[src/rtl/lock_code_writer_pkg.sv]
// Shared definitions for the combination-lock programming path, reused by the lock FSM and display logic.
package lock_code_writer_pkg;

  typedef enum logic [2:0] {
    ST_IDLE   = 3'd0,
    ST_ENTER1 = 3'd1,
    ST_ENTER2 = 3'd2,
    ST_COMMIT = 3'd3,
    ST_ERROR  = 3'd4
  } state_e;

  localparam logic [3:0] BCD_ERR    = 4'hE;
  localparam int         TICK_CNT_W = 8;

endpackage

[src/rtl/lock_code_writer_if.sv]
// Button/time-base inputs and code/status outputs of the code writer.
interface lock_code_writer_if #(
  parameter int CODE_LEN = 4
);

  logic                PROG_REQ;
  logic                PULSE0;
  logic                PULSE1;
  logic                TICK;
  logic [CODE_LEN-1:0] CODE;
  logic                CODE_VALID;
  logic                BUSY;
  logic                ERR;
  logic [3:0]          BCD;

  modport master (
    output PROG_REQ, PULSE0, PULSE1, TICK,
    input  CODE, CODE_VALID, BUSY, ERR, BCD
  );

  modport slave (
    input  PROG_REQ, PULSE0, PULSE1, TICK,
    output CODE, CODE_VALID, BUSY, ERR, BCD
  );

endinterface

[src/rtl/lock_code_writer_tick_timer.sv]
// Loadable down-counter on TICK; done_o flags the TICK that drains the last count.
module lock_code_writer_tick_timer
  import lock_code_writer_pkg::*;
(
  input  logic                  clk,
  input  logic                  rst,
  input  logic                  load_i,
  input  logic                  clr_i,
  input  logic                  tick_i,
  input  logic [TICK_CNT_W-1:0] load_val_i,
  output logic                  done_o
);

  logic [TICK_CNT_W-1:0] cnt_q, cnt_d;

  always_comb begin
    cnt_d = cnt_q;
    if (load_i) begin
      cnt_d = load_val_i;
    end else if (clr_i) begin
      cnt_d = '0;
    end else if (tick_i && (cnt_q != '0)) begin
      cnt_d = cnt_q - TICK_CNT_W'(1);
    end
  end

  always_ff @(posedge clk) begin
    if (rst) begin
      cnt_q <= '0;
    end else begin
      cnt_q <= cnt_d;
    end
  end

  assign done_o = tick_i && (cnt_q == TICK_CNT_W'(1));

endmodule

[src/rtl/lock_code_writer.sv]
// Double-entry code programming FSM: the new code is written only when both entries agree.
module lock_code_writer
  import lock_code_writer_pkg::*;
#(
  parameter int                  CODE_LEN      = 4,
  parameter logic [CODE_LEN-1:0] DEFAULT_CODE  = 4'b0110,
  parameter int                  TIMEOUT_TICKS = 8,
  parameter int                  ERR_TICKS     = 2
) (
  input  logic                CLK,
  input  logic                RST,
  lock_code_writer_if.slave   bus
);

  localparam int                    CNT_W    = $clog2(CODE_LEN + 1);
  localparam logic [CNT_W-1:0]      LAST_BIT = CNT_W'(CODE_LEN - 1);
  localparam logic [TICK_CNT_W-1:0] TO_LD    = TICK_CNT_W'(TIMEOUT_TICKS);
  localparam logic [TICK_CNT_W-1:0] ERR_LD   = TICK_CNT_W'(ERR_TICKS);

  state_e                state_q, state_d;
  logic [CODE_LEN-1:0]   a_q, a_d, b_q, b_d, code_q, code_d;
  logic [CNT_W-1:0]      bitcnt_q, bitcnt_d;
  logic                  code_valid_q, code_valid_d;
  logic                  busy_q, busy_d;
  logic                  err_q, err_d;
  logic [3:0]            bcd_q, bcd_d;

  logic                  bit_acc, bit_val;
  logic [CODE_LEN-1:0]   a_shift, b_shift;
  logic                  tmr_load, tmr_clr, tmr_done;
  logic [TICK_CNT_W-1:0] tmr_val;

  // Both pulses together is an ambiguous press and is dropped entirely.
  assign bit_acc = bus.PULSE0 ^ bus.PULSE1;
  assign bit_val = bus.PULSE1;
  assign a_shift = CODE_LEN'({a_q, bit_val});
  assign b_shift = CODE_LEN'({b_q, bit_val});

  lock_code_writer_tick_timer u_tick_timer (
    .clk        (CLK),
    .rst        (RST),
    .load_i     (tmr_load),
    .clr_i      (tmr_clr),
    .tick_i     (bus.TICK),
    .load_val_i (tmr_val),
    .done_o     (tmr_done)
  );

  always_comb begin
    state_d  = state_q;
    a_d      = a_q;
    b_d      = b_q;
    bitcnt_d = bitcnt_q;
    code_d   = code_q;
    tmr_load = 1'b0;
    tmr_clr  = 1'b0;
    tmr_val  = TO_LD;

    case (state_q)
      ST_IDLE: begin
        if (bus.PROG_REQ) begin
          state_d  = ST_ENTER1;
          a_d      = '0;
          b_d      = '0;
          bitcnt_d = '0;
          tmr_load = 1'b1;
        end
      end

      ST_ENTER1, ST_ENTER2: begin
        if (bus.PROG_REQ) begin
          state_d  = ST_ENTER1;
          a_d      = '0;
          b_d      = '0;
          bitcnt_d = '0;
          tmr_load = 1'b1;
        end else if (bit_acc) begin
          // An accepted bit restarts the timeout even if a TICK lands on the same cycle.
          tmr_load = 1'b1;
          bitcnt_d = bitcnt_q + CNT_W'(1);
          if (state_q == ST_ENTER1) begin
            a_d = a_shift;
            if (bitcnt_q == LAST_BIT) begin
              bitcnt_d = '0;
              state_d  = ST_ENTER2;
            end
          end else begin
            b_d = b_shift;
            if (bitcnt_q == LAST_BIT) begin
              bitcnt_d = '0;
              if (a_q == b_shift) begin
                state_d  = ST_COMMIT;
                code_d   = a_q;
                tmr_load = 1'b0;
                tmr_clr  = 1'b1;
              end else begin
                state_d = ST_ERROR;
                tmr_val = ERR_LD;
              end
            end
          end
        end else if (tmr_done) begin
          state_d  = ST_ERROR;
          bitcnt_d = '0;
          tmr_load = 1'b1;
          tmr_val  = ERR_LD;
        end
      end

      ST_COMMIT: begin
        state_d = ST_IDLE;
        tmr_clr = 1'b1;
      end

      ST_ERROR: begin
        if (tmr_done) begin
          state_d = ST_IDLE;
          tmr_clr = 1'b1;
        end
      end

      default: begin
        state_d = ST_IDLE;
      end
    endcase
  end

  // Outputs are decoded from the next state so they appear registered on the following edge.
  always_comb begin
    code_valid_d = (state_d == ST_COMMIT);
    busy_d       = (state_d != ST_IDLE);
    err_d        = (state_d == ST_ERROR);
    bcd_d        = 4'h0;
    case (state_d)
      ST_ENTER1: bcd_d = 4'(bitcnt_d);
      ST_ENTER2: bcd_d = 4'(bitcnt_d) + 4'h1;
      ST_ERROR:  bcd_d = BCD_ERR;
      default:   bcd_d = 4'h0;
    endcase
  end

  always_ff @(posedge CLK) begin
    if (RST) begin
      state_q      <= ST_IDLE;
      a_q          <= '0;
      b_q          <= '0;
      bitcnt_q     <= '0;
      code_q       <= DEFAULT_CODE;
      code_valid_q <= 1'b0;
      busy_q       <= 1'b0;
      err_q        <= 1'b0;
      bcd_q        <= 4'h0;
    end else begin
      state_q      <= state_d;
      a_q          <= a_d;
      b_q          <= b_d;
      bitcnt_q     <= bitcnt_d;
      code_q       <= code_d;
      code_valid_q <= code_valid_d;
      busy_q       <= busy_d;
      err_q        <= err_d;
      bcd_q        <= bcd_d;
    end
  end

  assign bus.CODE       = code_q;
  assign bus.CODE_VALID = code_valid_q;
  assign bus.BUSY       = busy_q;
  assign bus.ERR        = err_q;
  assign bus.BCD        = bcd_q;

endmodule

[src/flat_wrapper.sv]
// flat-port wrapper written by rule: the top's interface ports become plain ports
module lock_code_writer_flat import lock_code_writer_pkg::*;
#(
  parameter int                  CODE_LEN      = 4,
  parameter logic [CODE_LEN-1:0] DEFAULT_CODE  = 4'b0110,
  parameter int                  TIMEOUT_TICKS = 8,
  parameter int                  ERR_TICKS     = 2
)
  (CLK, RST, bus_PROG_REQ, bus_PULSE0, bus_PULSE1, bus_TICK, bus_CODE, bus_CODE_VALID, bus_BUSY, bus_ERR, bus_BCD);
  lock_code_writer_if #(.CODE_LEN(CODE_LEN)) bus_i ();
  input  logic CLK;
  input  logic RST;
  input wire logic [$bits(bus_i.PROG_REQ)-1:0] bus_PROG_REQ;
  input wire logic [$bits(bus_i.PULSE0)-1:0] bus_PULSE0;
  input wire logic [$bits(bus_i.PULSE1)-1:0] bus_PULSE1;
  input wire logic [$bits(bus_i.TICK)-1:0] bus_TICK;
  output wire logic [$bits(bus_i.CODE)-1:0] bus_CODE;
  output wire logic [$bits(bus_i.CODE_VALID)-1:0] bus_CODE_VALID;
  output wire logic [$bits(bus_i.BUSY)-1:0] bus_BUSY;
  output wire logic [$bits(bus_i.ERR)-1:0] bus_ERR;
  output wire logic [$bits(bus_i.BCD)-1:0] bus_BCD;
  assign bus_i.PROG_REQ = bus_PROG_REQ;
  assign bus_i.PULSE0 = bus_PULSE0;
  assign bus_i.PULSE1 = bus_PULSE1;
  assign bus_i.TICK = bus_TICK;
  assign bus_CODE = bus_i.CODE;
  assign bus_CODE_VALID = bus_i.CODE_VALID;
  assign bus_BUSY = bus_i.BUSY;
  assign bus_ERR = bus_i.ERR;
  assign bus_BCD = bus_i.BCD;
  lock_code_writer #(.CODE_LEN(CODE_LEN), .DEFAULT_CODE(DEFAULT_CODE), .TIMEOUT_TICKS(TIMEOUT_TICKS), .ERR_TICKS(ERR_TICKS)) u_core (.CLK(CLK), .RST(RST), .bus(bus_i));
endmodule
[config.mk]
export PLATFORM = sky130hd
export DESIGN_NAME = lock_code_writer_flat
export DESIGN_NICKNAME = d
export VERILOG_FILES = /design/src/rtl/lock_code_writer_pkg.sv /design/src/rtl/lock_code_writer_if.sv /design/src/rtl/lock_code_writer_tick_timer.sv /design/src/rtl/lock_code_writer.sv /design/src/flat_wrapper.sv
export SDC_FILE = /design/constraint.sdc
export NUM_CORES = 1
export LEC_CHECK = 0
export CORE_ASPECT_RATIO = 0.7
export CORE_MARGIN = 2
export CORE_UTILIZATION = 56
export DETAILED_ROUTE_END_ITERATION = 6
export PLACE_DENSITY_LB_ADDON = 0.05
export RECOVER_POWER = 25
export SYNTH_ARGS = -nofsm -noshare
export SYNTH_HDL_FRONTEND = slang
export SYNTH_SLANG_ARGS = --single-unit
[constraint.sdc]
create_clock -name CLK -period 2.6 [get_ports CLK]
set_input_delay 0.52 -clock CLK [delete_from_list [all_inputs] [get_ports CLK]]
set_output_delay 0.52 -clock CLK [all_outputs]
set_load 0.01 [all_outputs]
Word level (Yosys, flattened, before mapping)
Cells that the tools add are included.
{"block": "word_totals", "register_bits": 32, "inputBits": 6, "output_inout_bits": 11, "wordCells": 92}
{"block": "classes", "addsub": 3, "eq_ne": 15, "muxes": 50, "n_bitwise": 3, "reduce_logical": 11}
{"cell": "8-bit 2-to-1 mux", "count": 8}
{"cell": "3-bit 2-to-1 mux", "count": 17}
{"cell": "4-bit 2-to-1 mux", "count": 6}
{"cell": "3-bit by 2-bit == test with 1-bit output (second input constant)", "count": 5}
{"cell": "1-bit 2-to-1 mux", "count": 12}
{"cell": "3-bit case mux with 2 select lines", "count": 2}
{"cell": "4-bit case mux with 3 select lines", "count": 1}
{"cell": "3-bit case mux with 3 select lines", "count": 1}
{"cell": "8-bit by 1-bit == test with 1-bit output (second input constant)", "count": 1}
{"cell": "4-bit case mux with 2 select lines", "count": 1}
{"cell": "4-bit AND reduction", "count": 2}
{"cell": "8-bit nonzero test", "count": 1}
{"cell": "8-bit by 1-bit subtractor with 8-bit output (second input constant)", "count": 1}
{"cell": "3-bit by 1-bit == test with 1-bit output (second input constant)", "count": 2}
{"cell": "3-bit == test (second input constant)", "count": 2}
{"cell": "3-bit by 2-bit inequality test with 1-bit output (second input constant)", "count": 2}
{"cell": "6-bit AND reduction", "count": 1}
{"cell": "3-bit nonzero test", "count": 2}
{"cell": "3-bit by 1-bit adder with 4-bit output (second input constant)", "count": 1}
{"cell": "4-bit == test", "count": 1}
{"cell": "3-bit by 1-bit adder with 3-bit output (second input constant)", "count": 1}
{"cell": "3-bit zero test", "count": 1}
{"cell": "3-bit inequality test (second input constant)", "count": 1}
{"cell": "1-bit case mux with 3 select lines", "count": 1}
{"cell": "other kinds (7)", "count": 9}

Depth between registers and ports, before layout
{"block": "depth", "ltp_word": 9, "ltp_mapped": 10, "ltp_nobuf": 10}

Modules after synthesis
A second synthesis with hierarchy kept.
{"block": "unflattened", "hier_cells": 216, "hier_area_um2": 1863.0}
{"module": "lock_code_writer", "n_inst": 1, "cells_per_inst": 142, "area_each_um2": 1280.0, "seq_area_each_um2": 480.5}
{"module": "lock_code_writer_tick_timer", "n_inst": 1, "cells_per_inst": 74, "area_each_um2": 583.1, "seq_area_each_um2": 160.2}

Worst setup path before layout
No wires, ideal clock.
{"block": "synth_timing", "path_type": "input -> register", "from": "input bus_PROG_REQ", "to": "register u_core.bcd_q[1], in the netlist u_core.bus.BCD[1]", "setup_time_ns": 0.122, "arrival_time_ns": 2.011, "t_required_ns": 2.478, "setup_slack_ns": 0.467, "stages": 8, "path_buffers": 2, "cell_sequence": "clkbuf_2 nor3_1 buf_2 nand3_1 mux2_2 inv_1 ha_1 a311o_1"}
{"block": "synth_between", "elab_chain_cells": 4, "elab_cells_between_ends": 11, "classes_between": "1 x add/sub; 3 x eq/ne; 7 x mux"}
{"element": "from (decl)", "line": "flat_wrapper.sv:13", "source": "input wire logic [$bits(bus_i.PROG_REQ)-1:0] bus_PROG_REQ;"}
{"element": "3-bit 2-to-1 mux, on equally long branches", "line": "lock_code_writer.sv:71, lock_code_writer.sv:61"}
{"element": "3-bit case mux with 2 select lines *", "line": "lock_code_writer.sv:59", "source": "case (state_q)"}
{"element": "named net u_core.bitcnt_d[0]", "line": "lock_code_writer.sv:22", "source": "logic [CNT_W-1:0] bitcnt_q, bitcnt_d;"}
{"element": "3-bit by 1-bit adder with 4-bit output *", "line": "lock_code_writer.sv:136", "source": "ST_ENTER2: bcd_d = 4'(bitcnt_d) + 4'h1;"}
{"element": "4-bit case mux with 3 select lines *", "line": "lock_code_writer.sv:134", "source": "case (state_d)"}
{"element": "to (signal assigned)", "line": "lock_code_writer.sv:152", "source": "bcd_q <= 4'h0;"}
{"element": "to (signal assigned)", "line": "lock_code_writer.sv:162", "source": "bcd_q <= bcd_d;"}
{"element": "to (decl)", "line": "lock_code_writer.sv:26", "source": "logic [3:0] bcd_q, bcd_d;"}
The timed path passes the listed nets; every way through them passes the cells marked *.
A chain may end at the register's enable or synchronous reset.

Final worst setup path
{"block": "layout_timing", "from": "input bus_PULSE1", "to": "register u_core.bcd_q[2], in the netlist u_core.bus.BCD[2]"}
{"block": "layout_between", "elab_cells_between_ends": 16, "classes_between": "1 x add/sub; 4 x eq/ne; 10 x mux; 1 x bitwise"}
{"element": "from (decl)", "line": "flat_wrapper.sv:15", "source": "input wire logic [$bits(bus_i.PULSE1)-1:0] bus_PULSE1;"}
{"element": "1-bit bitwise XOR", "line": "lock_code_writer.sv:34", "source": "assign bit_acc = bus.PULSE0 ^ bus.PULSE1;"}
{"element": "3-bit 2-to-1 mux", "line": "lock_code_writer.sv:77", "source": "end else if (bit_acc) begin"}
{"element": "3-bit 2-to-1 mux", "line": "lock_code_writer.sv:71", "source": "if (bus.PROG_REQ) begin"}
{"element": "3-bit case mux with 2 select lines", "line": "lock_code_writer.sv:59"}
{"element": "named net u_core.bitcnt_d[1]", "line": "lock_code_writer.sv:22"}
{"element": "3-bit by 1-bit adder with 4-bit output", "line": "lock_code_writer.sv:136"}
{"element": "4-bit case mux with 3 select lines", "line": "lock_code_writer.sv:134"}
The timed path passes the listed nets, and every way through them passes these cells.

==> metrics.md <==
| Metric | Value |
|---|---|
| Wire per inst | `around 15 um` |
| GRT Overall Usage | `a little under a quarter` |
| Final Hold Viols | `0` |
| Ys flop type | `dfxtp_1` |
| Unrepaired setup endpoints after global routing | `false` |
| YS warnings | `0` |
| Post-Layout Inst Area | `between 0.002 and 0.0025 mm2` |
| Htree depth | `2` |
| Initial Utilization | `around 60%` |
| Slew Viols, Final | `0` |
| CTS Buf Count | `5` |
| Pwr Density | `~610 mW/mm2` |
| Max-cap violation count | `0` |
| Largest net degree at the start of global routing | `22` |
| HPWL Detailed | `2910 um` |
| PortBufs | `16` |
| NumNets Final | `between 200 and 250` |
| Post-synthesis cell area | `between 0.0015 and 0.002 mm2` |
| Mean Syn Cell Area | `between 8 and 9 um2` |
| Post-CTS setup buffer count | `0` |
| Die Area | `0.00349 mm2` |
| Share of the synthesized area in the top cell type | `between 30% and 40%` |
| Hold WS | `0.492 ns` |
| Flop2flop setup slack | `roughly 0.43 ns` |
| Post-CTS Resized | `0` |
| Die Height | `about 50 um` |
| Via count | `about 1500` |
| Num ports | `17` |
| F_max | `around 420 MHz` |
| Post-route minimum period | `around 2.4 ns` |
| Yosys reg bits | `32` |
| Clock Sinks | `32` |
| Number of DRC markers in iteration 0 | `95` |
| Clock Latency Late Sink | `around 0.29 ns` |
| Die width | `between 60 and 70 um` |
| Slew @ Worst Pin | `around 0.42 ns` |
| Worst Hold Class | `flop to flop` |
| P_sw | `between 0.0003 and 0.0004 W` |
| Congestion Overflow GR | `0` |
| Drt drc | `0` |
| Total power | `about 0.0013 W` |
| Clock Root Buffer | `clkbuf_8` |
| Pleak | `between 0.8 and 0.9 nW` |
| Crit path from | `bus_PULSE1` |
| Worst endpoint required time | `about 2.8 ns` |
| Avg Vias per Cell | `approximately 5.8` |
| Yosys cell types | `53` |
| Hold_sp | `u_core.bus.CODE[2]` |
| First-pass detailed-route iteration total | `4` |
| Slew Limit Headroom | `roughly 70%` |
| Synth async-reset ratio | `0%` |
| Status | `finished, final reports clean` |
| Final ANT Viol Nets | `0` |
| Mapped Cells | `191` |
| Synthesis-to-layout area growth | `22.1%` |
| CTS tree | `yes` |
| Biggest area consumer among synthesized cells | `dfxtp_1` |
| Worst Hold End | `u_core.bus.CODE[2]` |
| Core box area | `0.00284 mm2` |
| RR Startpoint | `u_core.u_tick_timer.cnt_q[1]` |
| Setup CP Type | `input pin to flop` |
| Final Non-Filler Cells | `approximately 260` |
| Setup-failing EPs final | `0` |
| Total wire length | `about 3900 um` |
| EDFF count, synth | `0` |
| Sequential share of power | `roughly 43%` |
| Global-route wire length before repair | `between 6000 and 7000 um` |
| Skew final | `0.00746 ns` |
| Register area share after synthesis | `between 30 and 40%` |
| Largest cells by area after synthesis | `dfxtp_1 38%, xnor2_1 5.7%, nor3_1 4.7%` |
| Internal power | `approximately 0.0009 W` |
| Vias in the first global route | `around 1400` |
| Placed Cells incl. Taps | `approximately 250` |
| Layout cells sized above 1 | `a little under a fifth` |
| Crit start category | `input pin` |
| N_diodes | `0` |
| Peak VDD IR | `between 400 and 500 uV` |
| Worst R2R End | `u_core.bus.BCD[1]` |
| Comb pwr share | `just under 20%` |
| Clk pwr share | `between 30% and 40%` |
| Row count | `16` |
| CTS Hold Bufs | `0` |
| Worst Setup End Kind | `flop` |
| Initial antenna violation count | `0` |
| Largest fanout on the critical path | `8` |
| Worst Hold Depth | `1` |
| Final period utilization | `about nine tenths` |
| Max clock buf depth | `2` |
| Mapped Nets | `just over 200` |
| Setup WS pre-CTS | `-0.0584 ns` |
| Switching share of total power | `about 28%` |
| Worst r2r path cells | `9` |
| Final WS setup | `0.219 ns` |
| Clock-pin slew on the worst setup and hold paths | `roughly 0.06 ns` |
| Routability cong. | `between 0.9 and 1` |
| DP Area | `around 0.0020 mm2` |
| Crit path DAT | `about 2.6 ns` |
logic make-up (layout without fill, tap and decap cells):
| kind of cell | after synthesis | in the layout | synth area share (%) |
|---|---|---|---|
| simple gates | 80 | 80 | 27.0 |
| compound gates | 39 | 39 | 17.0 |
| flops | 32 | 32 | 37.8 |
| buf+inv | 17 | 47 | 4.50 |
| xor+xnor | 15 | 15 | 8.19 |
| fa+ha+maj | 5 | 5 | 3.69 |
| mux | 3 | 3 | 1.84 |
synth_stat cells, types with 2 or more instances:
cell       n
dfxtp_1   32
nor2_1    16
nor3_1    16
a21oi_1   14
xnor2_1   11
nand2_1   10
nand3_1   10
inv_1      9
a31oi_1    5
ha_1       5
o21ai_0    5
nor2b_1    3
nor3b_1    3
xor2_1     3
a211o_1    2
a31o_2     2
and3_1     2
and4_1     2
buf_2      2
buf_4      2
clkbuf_1   2
clkbuf_2   2
mux2i_1    2
nand4_1    2
final cells by class:
class / instances / area (um2)
multi-input combinational: 142 / 980
fill: 217 / 771
sequential: 32 / 641
timing repair buffer: 30 / 265
clock buffer: 6 / 72.6
tap: 36 / 45.0
clock inverter: 2 / 35.0
inverter: 9 / 33.8
layout by cell type (no fill, tap or decap), types with 3 or more instances in the layout:
| master | count |
|---|---|
| dfxtp_1 | 32 |
| nor3_1 | 16 |
| nor2_1 | 16 |
| a21oi_1 | 14 |
| buf_4 | 14 |
| xnor2_1 | 11 |
| nand3_1 | 10 |
| nand2_1 | 10 |
| dlygate4sd3_1 | 10 |
| inv_1 | 9 |
| clkdlybuf4s50_1 | 6 |
| o21ai_0 | 5 |
| a31oi_1 | 5 |
| ha_1 | 5 |
| clkbuf_8 | 5 |
| nor3b_1 | 3 |
| nor2b_1 | 3 |
| xor2_1 | 3 |
worst max path at each step:
| stage | slack (ns) | depth (start not counted) | endpoint |
|---|---|---|---|
| 6_report | 0.22 | 9 | u_core.bus.BCD[2] |
| 5_1_grt | 0.05 | 7 | u_core.bus.BCD[3] |
| 4_1_cts | 0.24 | 9 | u_core.bus.BCD[2] |
| 3_5_place_dp | -0.06 | 9 | u_core.bus.BCD[2] |
| 3_3_place_gp | 0.01 | 9 | u_core.bus.BCD[2] |
| 2_1_floorplan | 0.47 | 8 | u_core.bus.BCD[1] |
layer usage:
metal	vias to the layer above	global-route usage [%]	part of all wire (%)	routed length [um]
met5	-	0	0	0
met4	0	7.69	1.9	72
met3	10	8.59	6.6	257
met2	54	35.1	44	1700
met1	690	33.0	48	1860
li1	732	-	-	-
metrics by stage:
stage | setup TNS, ns | util [%]
final | 0 | 72.9
after detailed placement | -0.0927 | 69.1
after CTS | 0 | 72.9
after global placement | 0 | 69.1
after global routing | 0 | 72.9
after floorplan | 0 | -
power groups by stage:
| stage | Clock [W] | Sequential [W] | Combinational, W |
|---|---|---|---|
| detailed placement | 0 | 0.000554 | 0.000249 |
| finish | 0.000470 | 0.000543 | 0.000251 |
| floorplan | 0 | 0.000546 | 0.000184 |
| CTS | 0.000474 | 0.000542 | 0.000251 |
| global placement | 0 | 0.000553 | 0.000243 |
| global route | 0.000498 | 0.000545 | 0.000277 |
state kept, by name (all words and copies together) (netlist names):
signal and flops:
u_core.bus.CODE_VALID 1, u_core.a_q 4, u_core.bus.BCD 4, u_core.bus.BUSY 1, u_core.bus.CODE 4, u_core.bus.ERR 1, u_core.bitcnt_q 3, u_core.state_q 3
u_core.u_tick_timer.cnt_q 8, u_core.b_q 3
critical path: stages:
cell and delay, ns:
clkdlybuf4s50_1 0.55, xor2_2 0.36, a21oi_1 0.11, a21oi_1 0.21, o22a_1 0.17, inv_1 0.05, ha_1 0.20, xnor2_1 0.13
a31o_2 0.25
Note: power is estimated with default switching activity, not from simulation.
